==> src/rtl/waveform_line_sequencer_if.sv <==
// rtl/waveform_line_sequencer_if.sv - sample stream in, line request/done handshake out, frame status
interface waveform_line_sequencer_if #(
    parameter int SAMPLE_WIDTH  = 24,
    parameter int COUNTER_WIDTH = 10
);
    logic                     frame_start;
    logic [SAMPLE_WIDTH-1:0]  sample_data;
    logic                     sample_valid;
    logic                     sample_ready;
    logic                     line_start;
    logic [COUNTER_WIDTH-1:0] x1;
    logic [COUNTER_WIDTH-1:0] y1;
    logic [COUNTER_WIDTH-1:0] x2;
    logic [COUNTER_WIDTH-1:0] y2;
    logic                     line_done;
    logic                     busy;
    logic                     frame_done;

    modport master (
        input  frame_start, sample_data, sample_valid, line_done,
        output sample_ready, line_start, x1, y1, x2, y2, busy, frame_done
    );

    modport slave (
        output frame_start, sample_data, sample_valid, line_done,
        input  sample_ready, line_start, x1, y1, x2, y2, busy, frame_done
    );
endinterface

==> src/rtl/waveform_line_sequencer.sv <==
// rtl/waveform_line_sequencer.sv - maps audio samples to screen points and requests one line per point pair
module waveform_line_sequencer #(
    parameter int SCREEN_WIDTH  = 640,
    parameter int SCREEN_HEIGHT = 480,
    parameter int SAMPLE_WIDTH  = 24,
    parameter int COUNTER_WIDTH = $clog2(SCREEN_WIDTH),
    parameter int X_STEP        = 1,
    parameter int AMP_SHIFT     = SAMPLE_WIDTH - 8
) (
    input  logic                      clk,
    input  logic                      reset,
    waveform_line_sequencer_if.master bus
);
    localparam int CW = COUNTER_WIDTH;
    // Wide enough that no sample value can wrap the subtraction before clamping.
    localparam int MW = SAMPLE_WIDTH + COUNTER_WIDTH + 2;

    typedef enum logic [2:0] {
        S_IDLE,
        S_WAIT_SAMPLE,
        S_MAP,
        S_ISSUE,
        S_WAIT_LOW,
        S_DONE
    } state_t;

    state_t                         state_q;
    logic signed [SAMPLE_WIDTH-1:0] sample_q;
    logic                           first_q;
    logic [CW:0]                    col_q;
    logic [CW-1:0]                  prev_x_q;
    logic [CW-1:0]                  prev_y_q;
    logic [CW-1:0]                  x1_q;
    logic [CW-1:0]                  y1_q;
    logic [CW-1:0]                  x2_q;
    logic [CW-1:0]                  y2_q;
    logic                           sample_ready_q;
    logic                           line_start_q;
    logic                           busy_q;
    logic                           frame_done_q;

    logic signed [SAMPLE_WIDTH-1:0] amp;
    logic signed [MW-1:0]           yv;
    logic [CW-1:0]                  map_y;
    logic [CW:0]                    next_col;
    logic                           end_of_frame;

    assign amp = sample_q >>> AMP_SHIFT;
    assign yv  = MW'(SCREEN_HEIGHT / 2) - {{(MW-SAMPLE_WIDTH){amp[SAMPLE_WIDTH-1]}}, amp};

    always_comb begin
        map_y = yv[CW-1:0];
        if (yv[MW-1]) begin
            map_y = '0;
        end else if ($unsigned(yv) > MW'(SCREEN_HEIGHT - 1)) begin
            map_y = CW'(SCREEN_HEIGHT - 1);
        end
    end

    // col_q equals x2 while waiting for done to fall; the extra bit keeps the sum from wrapping.
    assign next_col     = col_q + (CW+1)'(X_STEP);
    assign end_of_frame = next_col > (CW+1)'(SCREEN_WIDTH - 1);

    always_ff @(posedge clk) begin
        if (reset) begin
            state_q        <= S_IDLE;
            sample_q       <= '0;
            first_q        <= 1'b0;
            col_q          <= '0;
            prev_x_q       <= '0;
            prev_y_q       <= '0;
            x1_q           <= '0;
            y1_q           <= '0;
            x2_q           <= '0;
            y2_q           <= '0;
            sample_ready_q <= 1'b0;
            line_start_q   <= 1'b0;
            busy_q         <= 1'b0;
            frame_done_q   <= 1'b0;
        end else begin
            case (state_q)
                S_IDLE: begin
                    if (bus.frame_start) begin
                        col_q          <= '0;
                        first_q        <= 1'b1;
                        busy_q         <= 1'b1;
                        sample_ready_q <= 1'b1;
                        state_q        <= S_WAIT_SAMPLE;
                    end
                end
                S_WAIT_SAMPLE: begin
                    if (bus.sample_valid) begin
                        sample_q       <= bus.sample_data;
                        sample_ready_q <= 1'b0;
                        state_q        <= S_MAP;
                    end
                end
                S_MAP: begin
                    if (first_q) begin
                        // The first point of a frame only seeds the trace.
                        prev_x_q       <= '0;
                        prev_y_q       <= map_y;
                        first_q        <= 1'b0;
                        col_q          <= (CW+1)'(X_STEP);
                        sample_ready_q <= 1'b1;
                        state_q        <= S_WAIT_SAMPLE;
                    end else begin
                        x1_q         <= prev_x_q;
                        y1_q         <= prev_y_q;
                        x2_q         <= col_q[CW-1:0];
                        y2_q         <= map_y;
                        line_start_q <= 1'b1;
                        state_q      <= S_ISSUE;
                    end
                end
                S_ISSUE: begin
                    if (bus.line_done) begin
                        line_start_q <= 1'b0;
                        state_q      <= S_WAIT_LOW;
                    end
                end
                S_WAIT_LOW: begin
                    if (!bus.line_done) begin
                        prev_x_q <= x2_q;
                        prev_y_q <= y2_q;
                        if (end_of_frame) begin
                            frame_done_q <= 1'b1;
                            busy_q       <= 1'b0;
                            state_q      <= S_DONE;
                        end else begin
                            col_q          <= next_col;
                            sample_ready_q <= 1'b1;
                            state_q        <= S_WAIT_SAMPLE;
                        end
                    end
                end
                S_DONE: begin
                    frame_done_q <= 1'b0;
                    state_q      <= S_IDLE;
                end
                default: begin
                    state_q <= S_IDLE;
                end
            endcase
        end
    end

    assign bus.sample_ready = sample_ready_q;
    assign bus.line_start   = line_start_q;
    assign bus.x1           = x1_q;
    assign bus.y1           = y1_q;
    assign bus.x2           = x2_q;
    assign bus.y2           = y2_q;
    assign bus.busy         = busy_q;
    assign bus.frame_done   = frame_done_q;
endmodule

==> src/flat_wrapper.sv <==
// flat-port wrapper written by rule: the top's interface ports become plain ports
module waveform_line_sequencer_flat 
#(
    parameter int SCREEN_WIDTH  = 640,
    parameter int SCREEN_HEIGHT = 480,
    parameter int SAMPLE_WIDTH  = 24,
    parameter int COUNTER_WIDTH = $clog2(SCREEN_WIDTH),
    parameter int X_STEP        = 1,
    parameter int AMP_SHIFT     = SAMPLE_WIDTH - 8
)
  (clk, reset, bus_frame_start, bus_sample_data, bus_sample_valid, bus_line_done, bus_sample_ready, bus_line_start, bus_x1, bus_y1, bus_x2, bus_y2, bus_busy, bus_frame_done);
  waveform_line_sequencer_if #(.SAMPLE_WIDTH(SAMPLE_WIDTH), .COUNTER_WIDTH(COUNTER_WIDTH)) bus_i ();
  input  logic clk;
  input  logic reset;
  input wire logic [$bits(bus_i.frame_start)-1:0] bus_frame_start;
  input wire logic [$bits(bus_i.sample_data)-1:0] bus_sample_data;
  input wire logic [$bits(bus_i.sample_valid)-1:0] bus_sample_valid;
  input wire logic [$bits(bus_i.line_done)-1:0] bus_line_done;
  output wire logic [$bits(bus_i.sample_ready)-1:0] bus_sample_ready;
  output wire logic [$bits(bus_i.line_start)-1:0] bus_line_start;
  output wire logic [$bits(bus_i.x1)-1:0] bus_x1;
  output wire logic [$bits(bus_i.y1)-1:0] bus_y1;
  output wire logic [$bits(bus_i.x2)-1:0] bus_x2;
  output wire logic [$bits(bus_i.y2)-1:0] bus_y2;
  output wire logic [$bits(bus_i.busy)-1:0] bus_busy;
  output wire logic [$bits(bus_i.frame_done)-1:0] bus_frame_done;
  assign bus_i.frame_start = bus_frame_start;
  assign bus_i.sample_data = bus_sample_data;
  assign bus_i.sample_valid = bus_sample_valid;
  assign bus_i.line_done = bus_line_done;
  assign bus_sample_ready = bus_i.sample_ready;
  assign bus_line_start = bus_i.line_start;
  assign bus_x1 = bus_i.x1;
  assign bus_y1 = bus_i.y1;
  assign bus_x2 = bus_i.x2;
  assign bus_y2 = bus_i.y2;
  assign bus_busy = bus_i.busy;
  assign bus_frame_done = bus_i.frame_done;
  waveform_line_sequencer #(.SCREEN_WIDTH(SCREEN_WIDTH), .SCREEN_HEIGHT(SCREEN_HEIGHT), .SAMPLE_WIDTH(SAMPLE_WIDTH), .COUNTER_WIDTH(COUNTER_WIDTH), .X_STEP(X_STEP), .AMP_SHIFT(AMP_SHIFT)) u_core (.clk(clk), .reset(reset), .bus(bus_i));
endmodule
==> config.mk <==
export PLATFORM = sky130hd
export DESIGN_NAME = waveform_line_sequencer_flat
export DESIGN_NICKNAME = d
export VERILOG_FILES = /design/src/rtl/waveform_line_sequencer_if.sv /design/src/rtl/waveform_line_sequencer.sv /design/src/flat_wrapper.sv
export SDC_FILE = /design/constraint.sdc
export NUM_CORES = 1
export LEC_CHECK = 0
export ABC_AREA = 1
export CAP_MARGIN = 10
export CORE_UTILIZATION = 40
export DETAILED_ROUTE_END_ITERATION = 6
export GPL_TIMING_DRIVEN = 1
export HOLD_SLACK_MARGIN = 0.02
export PLACE_DENSITY = 0.67
export SYNTH_ARGS = -nofsm -noshare
export SYNTH_HDL_FRONTEND = slang
export SYNTH_SLANG_ARGS = --single-unit
==> constraint.sdc <==
create_clock -name clk -period 2 [get_ports clk]
set_clock_uncertainty 0.2 [all_clocks]
set_input_delay 0.2 -clock clk [delete_from_list [all_inputs] [get_ports clk]]
set_output_delay 0.2 -clock clk [all_outputs]
set_load 0.05 [all_outputs]
Word-level counts from Yosys, hierarchy flattened
Index checks and enable logic that the tools add are counted.
W data, S select, Z words.
{"block": "op_classes", "addsub": 2, "order_cmp": 2, "eq_ne": 13, "mux": 36, "bitwise": 1, "n_reduce_logical": 18}
{"operator": "$mux W10", "n": 6}
{"operator": "$mux W11", "n": 4}
{"operator": "$pmux W10 S2", "n": 2}
{"operator": "$gt A36 B9 Y1 const B", "n": 1}
{"operator": "$pmux W11 S3", "n": 1}
{"operator": "$mux W3", "n": 5}
{"operator": "$pmux W3 S5", "n": 1}
{"operator": "$ne A2 B2 Y1 const B", "n": 6}
{"operator": "$add A11 B1 Y11 const B", "n": 1}
{"operator": "$gt A11 B10 Y1 const B", "n": 1}
{"operator": "$mux W1", "n": 11}
{"operator": "$reduce_bool A2 Y1", "n": 5}
{"operator": "$sub A9 B8 Y10 const A", "n": 1}
{"operator": "$reduce_and A3 Y1", "n": 3}
{"operator": "$pmux W1 S2", "n": 4}
{"operator": "$reduce_and A4 Y1", "n": 2}
{"operator": "$eq A3 B2 Y1 const B", "n": 2}
{"operator": "$eq A3 B3 Y1 const B", "n": 2}
{"operator": "$reduce_and A2 Y1", "n": 3}
{"operator": "$reduce_and A6 Y1", "n": 1}
{"operator": "$reduce_and A5 Y1", "n": 1}
{"operator": "$ne A2 B1 Y1 const B", "n": 2}
{"operator": "$pmux W1 S4", "n": 1}
{"operator": "$reduce_bool A4 Y1", "n": 1}
{"operator": "other kinds (5)", "n": 5}
{"block": "word_totals", "register_bits": 103, "in_bits": 29, "out_inout_bits": 44}

Logic depth before layout (Yosys ltp)
Gate-level depths: netlist of run 1.
{"block": "depth", "word_depth": 6, "mapped_depth": 14, "mapped_depth_nobuf": 13}

Least setup slack after synthesis of run 1
Ideal clock, no wire load.
{"block": "synth_path", "path_type": "register to register", "start": "register u_core.col_q[0]", "end": "register u_core.col_q[1]", "setup_ps": 128, "arrival_ps": 1586, "required_ps": 1672, "slack_ps": 86, "stages_incl_launch_ff": 14, "n_path_buf": 1, "period_less_slack_ps": 1914, "cell_sequence": "dfxtp_1 -> ha_1 -> nand2_1 -> o21ai_0 -> nand2_1 -> nor2_1 -> nand2_1 -> nand2_1 -> nand2_2 -> nand3_4 -> buf_6 -> nand2_2 -> nand2_1 -> nor2_1"}
{"block": "synth_between", "elab_chain_len": 4}
{"item": "start: declaration", "line": "waveform_line_sequencer.sv:30", "rtl": "logic [CW:0] col_q;"}
{"item": "start signal: assignment", "line": "waveform_line_sequencer.sv:104", "rtl": "col_q <= (CW+1)'(X_STEP);"}
{"item": "start signal: assignment", "line": "waveform_line_sequencer.sv:131", "rtl": "col_q <= next_col;"}
{"item": "$add A11 B1 Y11 (*)", "line": "waveform_line_sequencer.sv:61", "rtl": "assign next_col = col_q + (CW+1)'(X_STEP);"}
{"item": "$gt A11 B10 Y1 or $mux W11 (tied branches)", "line": "waveform_line_sequencer.sv:62, waveform_line_sequencer.sv:126"}
{"item": "$ne A2 B2 Y1 (no line) or $mux W11 (tied branches)"}
{"item": "$reduce_and A5 Y1 (no line) or $pmux W11 S3 (tied branches)"}
Every way passes the cells marked *; elsewhere a longest branch is shown, timed or not. The select of a mux whose other input is x is not followed.
A chain may end at the register's enable or synchronous reset.

Worst setup path in the final report of run 1
{"block": "layout_path", "start": "register u_core.col_q[1]", "end": "register u_core.col_q[3]"}
Same word-level chain as after synthesis.

==> impl_metrics.env, run 1 <==
export IMPL_use_met1=0.280
export IMPL_htree_levels=3
export IMPL_rsz0062_at_grt="true"
export IMPL_area_growth_pct=31.5
export IMPL_hold_viol_final=0
export IMPL_criticalPathCategory="flop to flop"
export IMPL_die_area_um2=9720
export IMPL_vias=3548
export IMPL_num_rows=34
export IMPL_cts_num_sinks=84
export IMPL_core_area_um2=8890
export IMPL_antenna_found_initial=0
export IMPL_drive_gt1_frac=0.170
export IMPL_p_seq_frac=0.325
export IMPL_gp_congestion=0.861
export IMPL_synth_top_flop_cell="dfxtp_1"
export IMPL_root_buffer="clkbuf_8"
export IMPL_ir_worst_vdd_mv=0.665
export IMPL_drt_pass1_iter_count=5
export IMPL_ys_types=34
export IMPL_max_slew_margin_rel=0.653
export IMPL_critPathMaxFanout=8
export IMPL_path_cells="buf_4, ha_4, nand2_2, nor2_1, nand2_1, nand2_1, nor2_1, nand2_1, nand2_2, nand2_4, buf_6, nand4_1, nand2_1, nor2_1"
export IMPL_diodes=0
export IMPL_p_clk_frac=0.199
export IMPL_post_route_drc_count=0
export IMPL_hold_buffers=0
export IMPL_drv_cap=0
export IMPL_initial_core_util=0.420
export IMPL_synth_top_area_frac=0.451
export IMPL_track_usage=0.199
export IMPL_clockBufferDepth=2
export IMPL_stdcell_area_um2=4910
export IMPL_p_comb_frac=0.476
export IMPL_fp_dieH_um=98.6
export IMPL_boundaryPins=73
export IMPL_clkSlewWorstSetupHoldPaths_ps=80
export IMPL_tritoncts="built"
export IMPL_critical_path_required_ps=2030
export IMPL_p_per_area_nw_per_um2=1520
export IMPL_wl_per_cell_um=14.0
export IMPL_synth_edf_count=0
export IMPL_ys_seq_area_frac=0.451
export IMPL_syn_area_um2=3730
export IMPL_pre_cts_ws_ps=-97.1
export IMPL_power_switching_mw=3.27
export IMPL_final_nets=609
export IMPL_cts_buffers=9
export IMPL_fin_ws_ps=27.5
export IMPL_grt_busiest_layer="met2"
export IMPL_synth_top_area_cell="dfxtp_1"
export IMPL_setup_tns_ps=0
export IMPL_synthArstFlopShare=0
export IMPL_grt_overflow_total=0
export IMPL_arrival_ps=2000
export IMPL_grt_pass1_vias=3231
export IMPL_crit_buf_inv=2
export IMPL_cp_common_cell="nand2_1"
export IMPL_hold_path_class="flop to flop"
export IMPL_syn_inst=510
export IMPL_outcome="finished clean"
export IMPL_layout_min_cycle_time_ps=1970
export IMPL_cp_top_family="simple AND/OR/NAND/NOR gates"
export IMPL_slowest_stage="dfxtp_2"
export IMPL_hpwlAfterDp_um=6310
export IMPL_finalSetupViolations=0
export IMPL_end_kind="flop"
export IMPL_synth_seq_cells=84
export IMPL_wl_um=9630
export IMPL_p_sw_frac=0.438
export IMPL_fp_dieW_um=98.6
export IMPL_clkLatencyLatePin_ps=350
export IMPL_start_kind="flop"
export IMPL_fmax_mhz=507
export IMPL_power_internal_mw=4.19
export IMPL_worstMarginPinSlew_ps=520
export IMPL_grt_max_degree=42
export IMPL_gr_usage_met2=0.306
export IMPL_p_leak_nw=2.15
export IMPL_grt_pass1_wl_um=15600
export IMPL_yosysWarnings=0
export IMPL_netlist_top_cells_count="dfxtp_1, nand2_1, nor2_1"
export IMPL_ant_nets=0
export IMPL_avgSynthCellArea_um2=7.32
export IMPL_use_met3=0.0333
export IMPL_critical_path_max_stage_delay_ps=350
export IMPL_placed_cell_area_um2=4460
export IMPL_synth_most_common_cell="dfxtp_1"
export IMPL_first_iter_violations=229
export IMPL_fin_crit_sh=0.986
export IMPL_port_buffers=54
export IMPL_vias_per_cell=5.14
export IMPL_final_util=0.552
export IMPL_slew_violations=0
export IMPL_synth_area_top_cells="dfxtp_1, nand2_1, o21ai_0, nor2_1, nand3_1"
==> path summary, 6_finish.rpt <==
check / cells past startpoint / slack (ps) / end / from
worst min-delay path: 2 / 250 / u_core.bus.frame_done$_SDFFE_PP0P_ / u_core.bus.frame_done$_SDFFE_PP0P_
worst max-delay path: 14 / 30 / u_core.col_q[3]$_SDFFE_PP0P_ / u_core.col_q[1]$_SDFFE_PP0P_
worst min register to register: 2 / 250 / u_core.bus.frame_done$_SDFFE_PP0P_ / u_core.bus.frame_done$_SDFFE_PP0P_
worst max register to register: 14 / 30 / u_core.col_q[3]$_SDFFE_PP0P_ / u_core.col_q[1]$_SDFFE_PP0P_
==> cell type report <==
type	instances	area [um2]
clock inverter	7	121
multi-input combinational	360	1870
tap	108	135
sequential	84	1700
fill	828	3980
timing repair buffer	84	812
inverter	38	145
clock buffer	9	124
==> tightest hold or removal path: cells and delay by family (launching register included) <==
family / cells / cell delay [ps]
DFF: 1 / 320
buffers and inverters: 1 / 50
AOI/OAI and AO/OA: 1 / 50
==> cell usage in the layout (no fill, tap or decap), types with 2 or more instances in the layout <==
cell,synthesis,layout
nand3_4,1,3
inv_6,0,2
clkdlybuf4s50_1,0,50
dfxtp_4,0,3
xnor2_1,2,2
clkbuf_8,1,9
nor3_2,1,2
buf_12,0,2
nor2_2,4,3
conb_1,1,2
a21oi_1,35,33
nor2_4,3,5
o21ai_0,61,60
bufinv_16,0,3
dfxtp_2,0,3
nand4_1,14,14
nor3_1,4,3
a21oi_2,0,2
nand3_1,36,34
inv_2,7,6
or2_2,3,3
inv_1,31,31
dfxtp_1,84,78
a31oi_1,8,8
nand2_1,82,78
buf_4,3,25
ha_4,0,2
xor2_1,4,3
nor2_1,79,78
nand2_4,2,4
buf_6,2,3
dlymetal6s2s_1,0,4
nand2_2,9,11
==> state kept, by name, summed over array words and instances (netlist names) <==
| name | count |
|---|---|
| u_core.bus.x2 | 10 |
| u_core.bus.line_start | 1 |
| u_core.bus.y1 | 9 |
| u_core.bus.sample_ready | 1 |
| u_core.state_q | 3 |
| u_core.prev_y_q | 9 |
| u_core.bus.frame_done | 1 |
| u_core.col_q | 11 |
| u_core.first_q | 1 |
| u_core.prev_x_q | 10 |
| u_core.bus.x1 | 10 |
| u_core.bus.y2 | 9 |
| u_core.sample_q | 8 |
| u_core.bus.busy | 1 |
==> per-stage QoR <==
| stage | instances | total power [mW] | hold WS [ps] |
|---|---|---|---|
| finish | 690 | 7.46 | 254 |
| global route | 690 | 7.93 | 269 |
| CTS | 685 | 7.28 | 253 |
| detailed placement | 668 | 5.73 | 240 |
| global placement | 668 | 5.67 | 235 |
| floorplan | 511 | 4.76 | 143 |
==> timing repair <==
item | in CTS | in global routing
pin swaps | 0 | 18
resized for setup | 7 | 32
cloned | 1 | 0
endpoints found under the setup margin | 13 | 20
setup buffers | 0 | 6
==> power by group through the flow <==
stage,logic [mW],clock network (mW),registers [mW]
after floorplan,1.71,0,3.05
after global placement,3.26,0,2.42
after detailed placement,3.30,0,2.42
after CTS,3.37,1.51,2.39
after global routing,3.87,1.59,2.48
final,3.55,1.49,2.42
==> cell families (layout without fill, tap and decap cells) <==
family / after synthesis / in the layout / synth area share
flip-flops: 84 / 84 / 0.451
AND/OR/NAND/NOR: 240 / 241 / 0.294
buffers and inverters: 68 / 138 / 0.0798
AO/OA/AOI/OAI: 108 / 108 / 0.150
adder cells (fa/ha/maj): 3 / 3 / 0.0101
other: 1 / 2 / 0.00100
XOR/XNOR: 6 / 6 / 0.0141
==> per-layer routing <==
layer | up-vias | routed length (um) | part of all wire
met5 | - | 0 | 0
met4 | 0 | 150 | 0.016
met3 | 13 | 511 | 0.053
met2 | 118 | 4250 | 0.44
met1 | 1611 | 4720 | 0.49
li1 | 1806 | - | -
Note: power is estimated with default switching activity, not from simulation.
==> inputs of run 2 (changes only) <==
==> constraint.sdc (replaced) <==
create_clock -name clk -period 1.66 [get_ports clk]
set_clock_uncertainty 0.2 [all_clocks]
set_input_delay 0.166 -clock clk [delete_from_list [all_inputs] [get_ports clk]]
set_output_delay 0.166 -clock clk [all_outputs]
set_load 0.05 [all_outputs]
==> run 2 against run 1 <==
Effect of this change: the flow now finishes with violations (negative setup slack); clock power increased by 21%; core utilization rose by 8.4 points; setup slack lost 300 ps; sequential power is 24% higher; flip-flop and latch count did not move; cell count is 7.7% higher; final area is 15% higher; critical path type unchanged.
==> impl_metrics.env, run 2 (synthesis results as in run 1) <==
export IMPL_fp_dieH_um=98.6
export IMPL_vias=3942
export IMPL_drt_pass1_iter_count=5
export IMPL_p_leak_nw=2.48
export IMPL_antenna_found_initial=0
export IMPL_drv_cap=0
export IMPL_grt_max_degree=52
export IMPL_hpwlAfterDp_um=6870
export IMPL_p_per_area_nw_per_um2=1820
export IMPL_cts_buffers=9
export IMPL_cp_common_cell="nand2_1"
export IMPL_worstHoldStart="bus_sample_data[21]"
export IMPL_num_rows=34
export IMPL_largest_reg_flops=11
export IMPL_grt_overflow_total=0
export IMPL_grt_pass1_wl_um=16700
export IMPL_clkSlewWorstSetupHoldPaths_ps=90
export IMPL_root_buffer="clkbuf_8"
export IMPL_largest_register="u_core.col_q"
export IMPL_wl_per_cell_um=15.6
export IMPL_area_growth_pct=51.4
export IMPL_r2r_end="u_core.bus.busy$_SDFFE_PP0P_"
export IMPL_critical_path_required_ps=1750
export IMPL_arrival_ps=2030
export IMPL_finalSetupViolations=42
export IMPL_boundaryPins=73
export IMPL_fin_crit_sh=1.17
export IMPL_die_area_um2=9720
export IMPL_finalPower_mw=10.3
export IMPL_critical_path_max_stage_delay_ps=410
export IMPL_tritoncts="built"
export IMPL_clockBufferDepth=2
export IMPL_hold_buffers=0
export IMPL_slowest_stage="dfxtp_4"
export IMPL_diodes=0
export IMPL_mostFrequentLayoutCells="buf_4, dfxtp_1, nand2_1"
export IMPL_core_area_um2=8890
export IMPL_drive_gt1_frac=0.370
export IMPL_initial_core_util=0.420
export IMPL_layout_min_cycle_time_ps=1940
export IMPL_reg2regPathDepth=12
export IMPL_fp_dieW_um=98.6
export IMPL_end_kind="flop"
export IMPL_rsz0062_at_grt="true"
export IMPL_layout_commonest_cell="buf_4"
export IMPL_clkLatencyLatePin_ps=350
export IMPL_ant_nets=0
export IMPL_wl_um=11600
export IMPL_hold_viol_final=0
export IMPL_worstHoldEndpoint="u_core.sample_q[21]$_SDFFE_PP0P_"
export IMPL_cts_num_sinks=84
export IMPL_nFillCells=728
export IMPL_port_buffers=54
export IMPL_htree_levels=3
export IMPL_path_cells="ha_4, nand4_1, nand2_1, nand2_1, nor2_1, nand2_1, nand2_2, nand2_4, buf_4, nand3_1, nand2_1, a21oi_1"
export IMPL_dp_cells=702
export IMPL_r2r_slack_ps=-280
export IMPL_stdcell_count=743
export IMPL_first_iter_violations=276
export IMPL_hold_path_class="primary input to flop"
export IMPL_whs_path_depth=3
export IMPL_outcome="complete, but fails checks"
export IMPL_critPathMaxFanout=5
export IMPL_slew_violations=0
export IMPL_track_usage=0.214
export IMPL_vias_per_cell=5.31
export IMPL_violations="negative setup slack"
export IMPL_ir_worst_vdd_mv=1.22
export IMPL_gp_congestion=0.941
export IMPL_fin_ws_ps=-276
export IMPL_worstReg2RegStart="u_core.col_q[1]$_SDFFE_PP0P_"
export IMPL_criticalPathCategory="flop to flop"
export IMPL_post_route_drc_count=0
export IMPL_final_nets=662
export IMPL_start_kind="flop"
export IMPL_fmax_mhz=517
export IMPL_grt_pass1_vias=3465
-- run 2: repair_timing --
item / CTS / global route
cloned: 1 / 6
resized for setup: 27 / 100
setup buffers: 7 / 13
pin swaps: 12 / 16
endpoints found under the setup margin: 20 / 61
-- run 2: worst max path at each step --
| stage | start | end | slack (ps) | cells after the start |
|---|---|---|---|---|
| detailed placement | u_core.col_q[3]$_SDFFE_PP0P_ | u_core.col_q[0]$_SDFFE_PP0P_ | -250 | 10 |
| CTS | u_core.col_q[1]$_SDFFE_PP0P_ | u_core.col_q[5]$_SDFFE_PP0P_ | -180 | 13 |
| global route | u_core.col_q[1]$_SDFFE_PP0P_ | u_core.bus.busy$_SDFFE_PP0P_ | -420 | 12 |
| finish | u_core.col_q[1]$_SDFFE_PP0P_ | u_core.bus.busy$_SDFFE_PP0P_ | -280 | 12 |
| floorplan | u_core.col_q[0]$_SDFFE_PP0P_ | u_core.col_q[5]$_SDFFE_PP0P_ | -80 | 13 |
| global placement | u_core.col_q[2]$_SDFFE_PP0P_ | u_core.col_q[4]$_SDFFE_PP0P_ | -190 | 12 |
-- run 2: layout make-up --
cell class	instances	area, um2	area share
Multi-Input combinational cell	360	2100	0.372
Sequential cell	84	1700	0.300
Timing Repair Buffer	134	1240	0.220
Inverter	38	176	0.0312
Clock buffer	11	141	0.0250
Tap cell	108	135	0.0239
Clock inverter	5	108	0.0190
Timing Repair inverter	3	43.8	0.00775
-- run 2: stage by stage --
step	hold slack, ps	TNS [ps]	instance area (um2)	util	setup WS, ps
2_1_floorplan	109	-562	3780	-	-78.1
3_3_place_gp	235	-2300	4710	0.530	-190
3_5_place_dp	238	-2910	4710	0.530	-251
4_1_cts	227	-2420	5140	0.578	-182
5_1_grt	241	-9400	5650	0.636	-422
6_report	236	-5150	5650	0.636	-276
-- run 2: report_power, final --
group	total [mW]	internal [mW]	leakage, nW	switching (mW)
Sequential	2.99	2.52	0.687	0.467
Clock	1.81	1.05	0.124	0.758
Combinational	5.47	2.23	1.67	3.24
-- run 2: critical path: cells and delay by family, from the launching register on --
kind | cells | cell delay, ps
AO/OA/AOI/OAI | 1 | 110
adder cells (fa/ha/maj) | 1 | 210
buffers and inverters | 1 | 160
flip-flops | 1 | 410
AND/OR/NAND/NOR | 9 | 790
-- run 2: metal layers --
layer / wire [um] / GRT usage / vias to the layer above
li1: - / - / 1912
met1: 5010 / 0.284 / 1847
met2: 5620 / 0.349 / 147
met3: 618 / 0.0411 / 36
met4: 337 / 0.0769 / 0
met5: 0 / 0 / -
==> variant 1, RTL diff (config.mk and constraints of run 1) <==
`SCREEN_WIDTH` is set to 640 in 2 places; all go to 320.
--- a/src/rtl/waveform_line_sequencer.sv
+++ b/src/rtl/waveform_line_sequencer.sv
@@ -1,5 +1,5 @@
 // rtl/waveform_line_sequencer.sv - maps audio samples to screen points and requests one line per point pair
 module waveform_line_sequencer #(
-    parameter int SCREEN_WIDTH  = 640,
+    parameter int SCREEN_WIDTH  = 320,
     parameter int SCREEN_HEIGHT = 480,
     parameter int SAMPLE_WIDTH  = 24,
--- a/src/flat_wrapper.sv
+++ b/src/flat_wrapper.sv
@@ -2,5 +2,5 @@
 module waveform_line_sequencer_flat 
 #(
-    parameter int SCREEN_WIDTH  = 640,
+    parameter int SCREEN_WIDTH  = 320,
     parameter int SCREEN_HEIGHT = 480,
     parameter int SAMPLE_WIDTH  = 24,
Interface: changed (resized bus_x1, bus_x2, bus_y1 and bus_y2); port bits go from 73 to 69. No check against the original RTL was run, so the function may have changed too.
==> variant 1 against run 1 <==
  * Synthesized cell count down 7.5%
  * Global-route usage increased by 0.16 points
  * Power fell by 3.9%
  * Routed wire length fell by 11%
  * Count of clock-buffer cells in the layout increased by 2
  * Critical path depth fell by 13
  * Synthesized area decreased by 7.7%
  * Sequential cell count shrank 4
  * Maximum frequency grew 1.1%
  * Setup slack improved by 22 ps
  * Cell area is 10% lower
==> variant 1: results (changes against run 1) <==
DP Area: 0.004136 mm² (-7.2%)
Via density: 4.997 (-2.8%)
met3 routed WL: 326 µm (-36%)
Post-Place Setup Slack: 120.9 ps (+218.0 ps)
CP max FO: 3 (-5)
met2 WL: 4132 µm (-2.7%)
Clock buf/inv share: 0.05212 (+0.002150)
Max VDD drop: 0.7930 mV (+19%)
FF-to-FF path depth: 12 (-2)
LEAKAGE: 0.002001 µW (-6.9%)
dpl cells: 622 (-6.9%)
hold_sp: u_core.bus.sample_ready
Fillers: 836 (+0.97%)
DIE AREA: 0.008983 mm² (-7.6%)
most frequent cells after synthesis: dfxtp_1 (80), nor2_1 (75), nand2_1 (74)
CP delay by family, top: buffers and inverters
post-cts resize count: 0 (-7)
Syn Inst Count: 472 (-7.5%)
1st-iter DRT viols: 164 (-28%)
global-route wire length before repair: 13820 µm (-12%)
slowest stage delay, CP: 820 ps (+470 ps)
non-clock buffer area fraction after layout: 0.1541 (-0.01137)
vias in the first global route: 2980 (-7.8%)
Post-DP HPWL: 5828 µm (-7.7%)
Hold Path Sink: u_core.bus.sample_ready
maximum number of pins on one net before global-route repair: 44 (+4.8%)
DR vias: 3193 (-10%)
PortBufs: 52 (-3.7%)
xor/xnor share of the synthesized area: 0.01272 (-0.001362)
reg-to-reg startpoint: u_core.col_q[0]
DR WL/cell: 13.42 µm (-3.8%)
adder-cell share of the synthesized area: 0.01090 (+0.0008442)
DR pass1 iterations: 4 (-1)
Synth Area in Compound Gates: 0.1693 (+0.01915)
FF+latch count, synth: 80 (-4.8%)
Critical Path AT: 1550 ps (-450 ps)
met3 Usage GRT: 0.04831 (+0.01498)
grt met2 use: 0.3441 (+0.03806)
gr usage total: 0.2003 (+0.001613)
worst r2r dst: u_core.col_q[6]
count of multi-input gates: 326 (-9.4%)
sequential cell area fraction in the yosys report: 0.4651 (+0.01456)
metal1 wirelength: 3957 µm (-16%)
Seq/total area: 0.3626 (+0.01686)
slowest CP cell: clkdlybuf4s50_1
inverter count: 44 (+16%)
Synth area leaders: dfxtp_1 (47%), o21ai_0 (8.4%), nor2_1 (8.2%)
status: complete, no violations
nonclk buf count: 68 (-19%)
max FFs per register: 10 (-1)
R2R Setup Slk: 130 ps (+100 ps)
top sig layer: met4
nets@finish: 561 (-7.9%)
CLK BUF: 11 (+2)
==> variant 1: worst max path at each step <==
stage	cells past startpoint	endpoint	startpoint	slack [ps]
2_1_floorplan	13	u_core.col_q[1]	u_core.col_q[0]	170
3_3_place_gp	8	u_core.bus.sample_ready	u_core.state_q[2]	150
3_5_place_dp	8	u_core.bus.sample_ready	u_core.state_q[2]	120
4_1_cts	1	bus_x2[5]	u_core.bus.x2[5]	20
5_1_grt	11	u_core.col_q[2]	u_core.col_q[0]	-20
6_report	1	bus_y2[7]	u_core.bus.y2[7]	50
==> variant 1: per-stage QoR <==
step                  util  hold slack [ps]
detailed placement  0.5009            239.5
global placement    0.5009            233.4
CTS                 0.5288            251.5
finish              0.5348            247.3
global route        0.5348            282.5
floorplan                -            166.7
==> variant 1: report_power, final <==
group	leakage [µW]	switching (µW)	internal [µW]	total [µW]
Combinational	0.00123	2300	1140	3450
Sequential	0.000653	316	2030	2350
Clock	0.000116	622	751	1370
==> variant 2, RTL diff (settings of run 1) <==
Without the edit above. Encoding of `state_t`: now one-hot (6 bits for 6 states).
--- a/src/rtl/waveform_line_sequencer.sv
+++ b/src/rtl/waveform_line_sequencer.sv
@@ -16,11 +16,11 @@
     localparam int MW = SAMPLE_WIDTH + COUNTER_WIDTH + 2;
 
-    typedef enum logic [2:0] {
-        S_IDLE,
-        S_WAIT_SAMPLE,
-        S_MAP,
-        S_ISSUE,
-        S_WAIT_LOW,
-        S_DONE
+    typedef enum logic [5:0] {
+        S_IDLE        = 6'b000001,
+        S_WAIT_SAMPLE = 6'b000010,
+        S_MAP         = 6'b000100,
+        S_ISSUE       = 6'b001000,
+        S_WAIT_LOW    = 6'b010000,
+        S_DONE        = 6'b100000
     } state_t;
 
Behaviour: same outputs for any inputs over 10 cycles, from zero or initial values and one cycle with reset high; not proved beyond that.
==> variant 2 against run 1 <==
  * The run now ends with negative setup slack left
  * Hold slack worse by 0.98 ps
  * Global-route usage is 0.20 points lower
  * First-iteration DRC count is 3.1% lower
  * Synthesized area is 0.34% higher
  * Maximum frequency is 1.5% lower
  * Routed wire length is 3.1% lower
  * Largest cell class unchanged
  * Sequential cell count is 3 higher
  * Core utilization is 1.2 points higher
  * Cell area is 2.2% higher
  * Setup slack worse by 30 ps
Power is not compared: it rests on default switching activity, and its combinational part moved more than twofold at a synthesized area within 25%.
==> variant 2: results (changes against run 1) <==
reg-to-reg startpoint: u_core.col_q[1]
hold_sp: u_core.bus.busy
ANT cells: 0 (unchanged)
PortBufs: 54 (unchanged)
final setup vio count: 4 (+4)
most frequent cells after synthesis: dfxtp_1 (87), nand2_1 (86), nor2_1 (78)
hold crit path type: flip-flop to flip-flop
asr flop ratio synth: 0 (unchanged)
dpl cells: 675 (+1.0%)
Fillers: 828 (unchanged)
Max H-tree Level: 3 (unchanged)
maximum number of pins on one net before global-route repair: 51 (+21%)
sequential cell area fraction in the yosys report: 0.4651 (+0.01453)
Reg clk slew, reported paths: 90 ps
setup TNS: -8.224 ps (-8.224 ps)
Root Driver: clkbuf_8
1st-iter DRT viols: 222 (-3.1%)
global-route wire length before repair: 15180 µm (-2.8%)
routed wire length: 9325 µm (-3.1%)
nets@finish: 616 (+1.1%)
Max VDD drop: 0.3816 mV
Main synth FF type: dfxtp_1
DR vias: 3512 (-1.0%)
Syn Inst Count: 510 (unchanged)
LEAKAGE: 0.002248 µW
worst r2r dst: u_core.col_q[3]
CTS buffer count: 9 (unchanged)
post-route design area: 0.005015 mm² (+2.2%)
status: finished, violations left
hold path depth: 2 (unchanged)
FF-to-FF path depth: 12 (-2)
vias in the first global route: 3210 (-0.65%)
Post-DP HPWL: 6242 µm (-1.1%)
Hold Path Sink: u_core.bus.busy
Yosys cell types: 31 (-8.8%)
Rel. slew slack: 0.6555 (+0.002896)
Critical Path AT: 2090 ps (+90 ps)
Sw Pwr: 1091 µW
RePlAce Congestion: 0.9084 (+5.6%)
failing checks: negative setup slack
fin worst setup slack: -3.005 ps (-30.49 ps)
Synth area leaders: dfxtp_1 (47%), nand2_1 (8.6%), nor2_1 (7.8%)
DR WL/cell: 13.38 µm (-4.1%)
DR pass1 iterations: 5 (unchanged)
Max Root-Sink Buffers: 2 (unchanged)
DP Area: 0.004534 mm² (+1.7%)
layout cells sized above 1: 0.1851 (+0.01496)
DRC viols: 0 (unchanged)
Reg with most FFs: u_core.col_q
latest clock arrival within the worst-skew pair: 350 ps (about the same)
gr usage total: 0.1967 (-0.002036)
CP max FO: 8 (unchanged)
yosys warns: 0 (unchanged)
[variant 2: changes by cell type after synthesis, moves of 6 or more]
cell	delta
nand2_2	-7
a21oi_2	+8
nand3_1	-12
a21oi_1	+15
inv_1	+7
nand4_1	-6
[variant 2: worst max-delay path by stage]
stage                         endpoint  slack [ps]               from
floorplan              u_core.col_q[1]          50    u_core.col_q[1]
global placement       u_core.col_q[7]         -70    u_core.col_q[1]
detailed placement     u_core.col_q[3]        -150    u_core.col_q[1]
CTS                 u_core.prev_y_q[8]         -20  u_core.state_q[0]
global route           u_core.col_q[6]        -120    u_core.col_q[1]
finish                 u_core.col_q[3]          -3    u_core.col_q[1]
[variant 2: power groups by stage]
| stage | clock network (µW) | logic, µW | registers [µW] |
|---|---|---|---|
| floorplan | 0 | 320 | 1920 |
| global placement | 0 | 561 | 1860 |
| detailed placement | 0 | 568 | 1860 |
| CTS | 1250 | 601 | 1820 |
| global route | 1340 | 725 | 1840 |
| finish | 1220 | 669 | 1830 |
[variant 2: timing repair]
action                     4_1_cts  5_1_grt
setup endpoints to repair       22       55
pin swaps                        4       21
setup buffers                    0        4
resized for setup               14       48
cloned                           1        1
[variant 2: logic make-up after synthesis]
group | count (synthesis) | share of synthesized area
AND/OR/NAND/NOR | 221 | 0.2556
buffers and inverters | 70 | 0.07985
XOR/XNOR | 7 | 0.01637
flip-flops | 87 | 0.4651
other | 1 | 0.001001
adder cells (fa/ha/maj) | 3 | 0.01002
AO/OA/AOI/OAI | 121 | 0.1721
[variant 2: layer usage]
metal	track usage	wire length, µm	part of all wire	vias to the layer above
li1	-	-	-	1802
met1	0.2735	4437	0.48	1599
met2	0.3023	4352	0.47	100
met3	0.03617	405	0.043	11
met4	0.07692	130	0.014	0
met5	0	0	0	-
[variant 2: cell type report]
| type | count | area share |
|---|---|---|
| clock buffers | 10 | 0.02545 |
| clock inverters | 6 | 0.01372 |
| inverters | 41 | 0.03244 |
| multi-input cells | 356 | 0.3787 |
| flip-flops and latches | 87 | 0.3496 |
| well taps | 108 | 0.02695 |
| repair buffers | 89 | 0.1732 |
[variant 2: stage by stage]
step                      hold WS (ps)  setup slack [ps]
final                            252.9            -3.005
after floorplan                  162.4             50.90
after detailed placement         243.4            -153.5
after global routing             272.1            -123.4
after global placement           234.8            -69.14
after CTS                        239.3            -22.70
[variant 2: critical path: stages (launching register included)]
cell and delay [ps]:
dfxtp_4 390, buf_4 130, nand2_2 60, nor2_4 150, nand3_2 110, nor2_4 140, xor2_2 180, nand2_2 80
nand2_4 110, nand2_8 110, nand2_8 110, nand2_1 70, a21oi_2 100
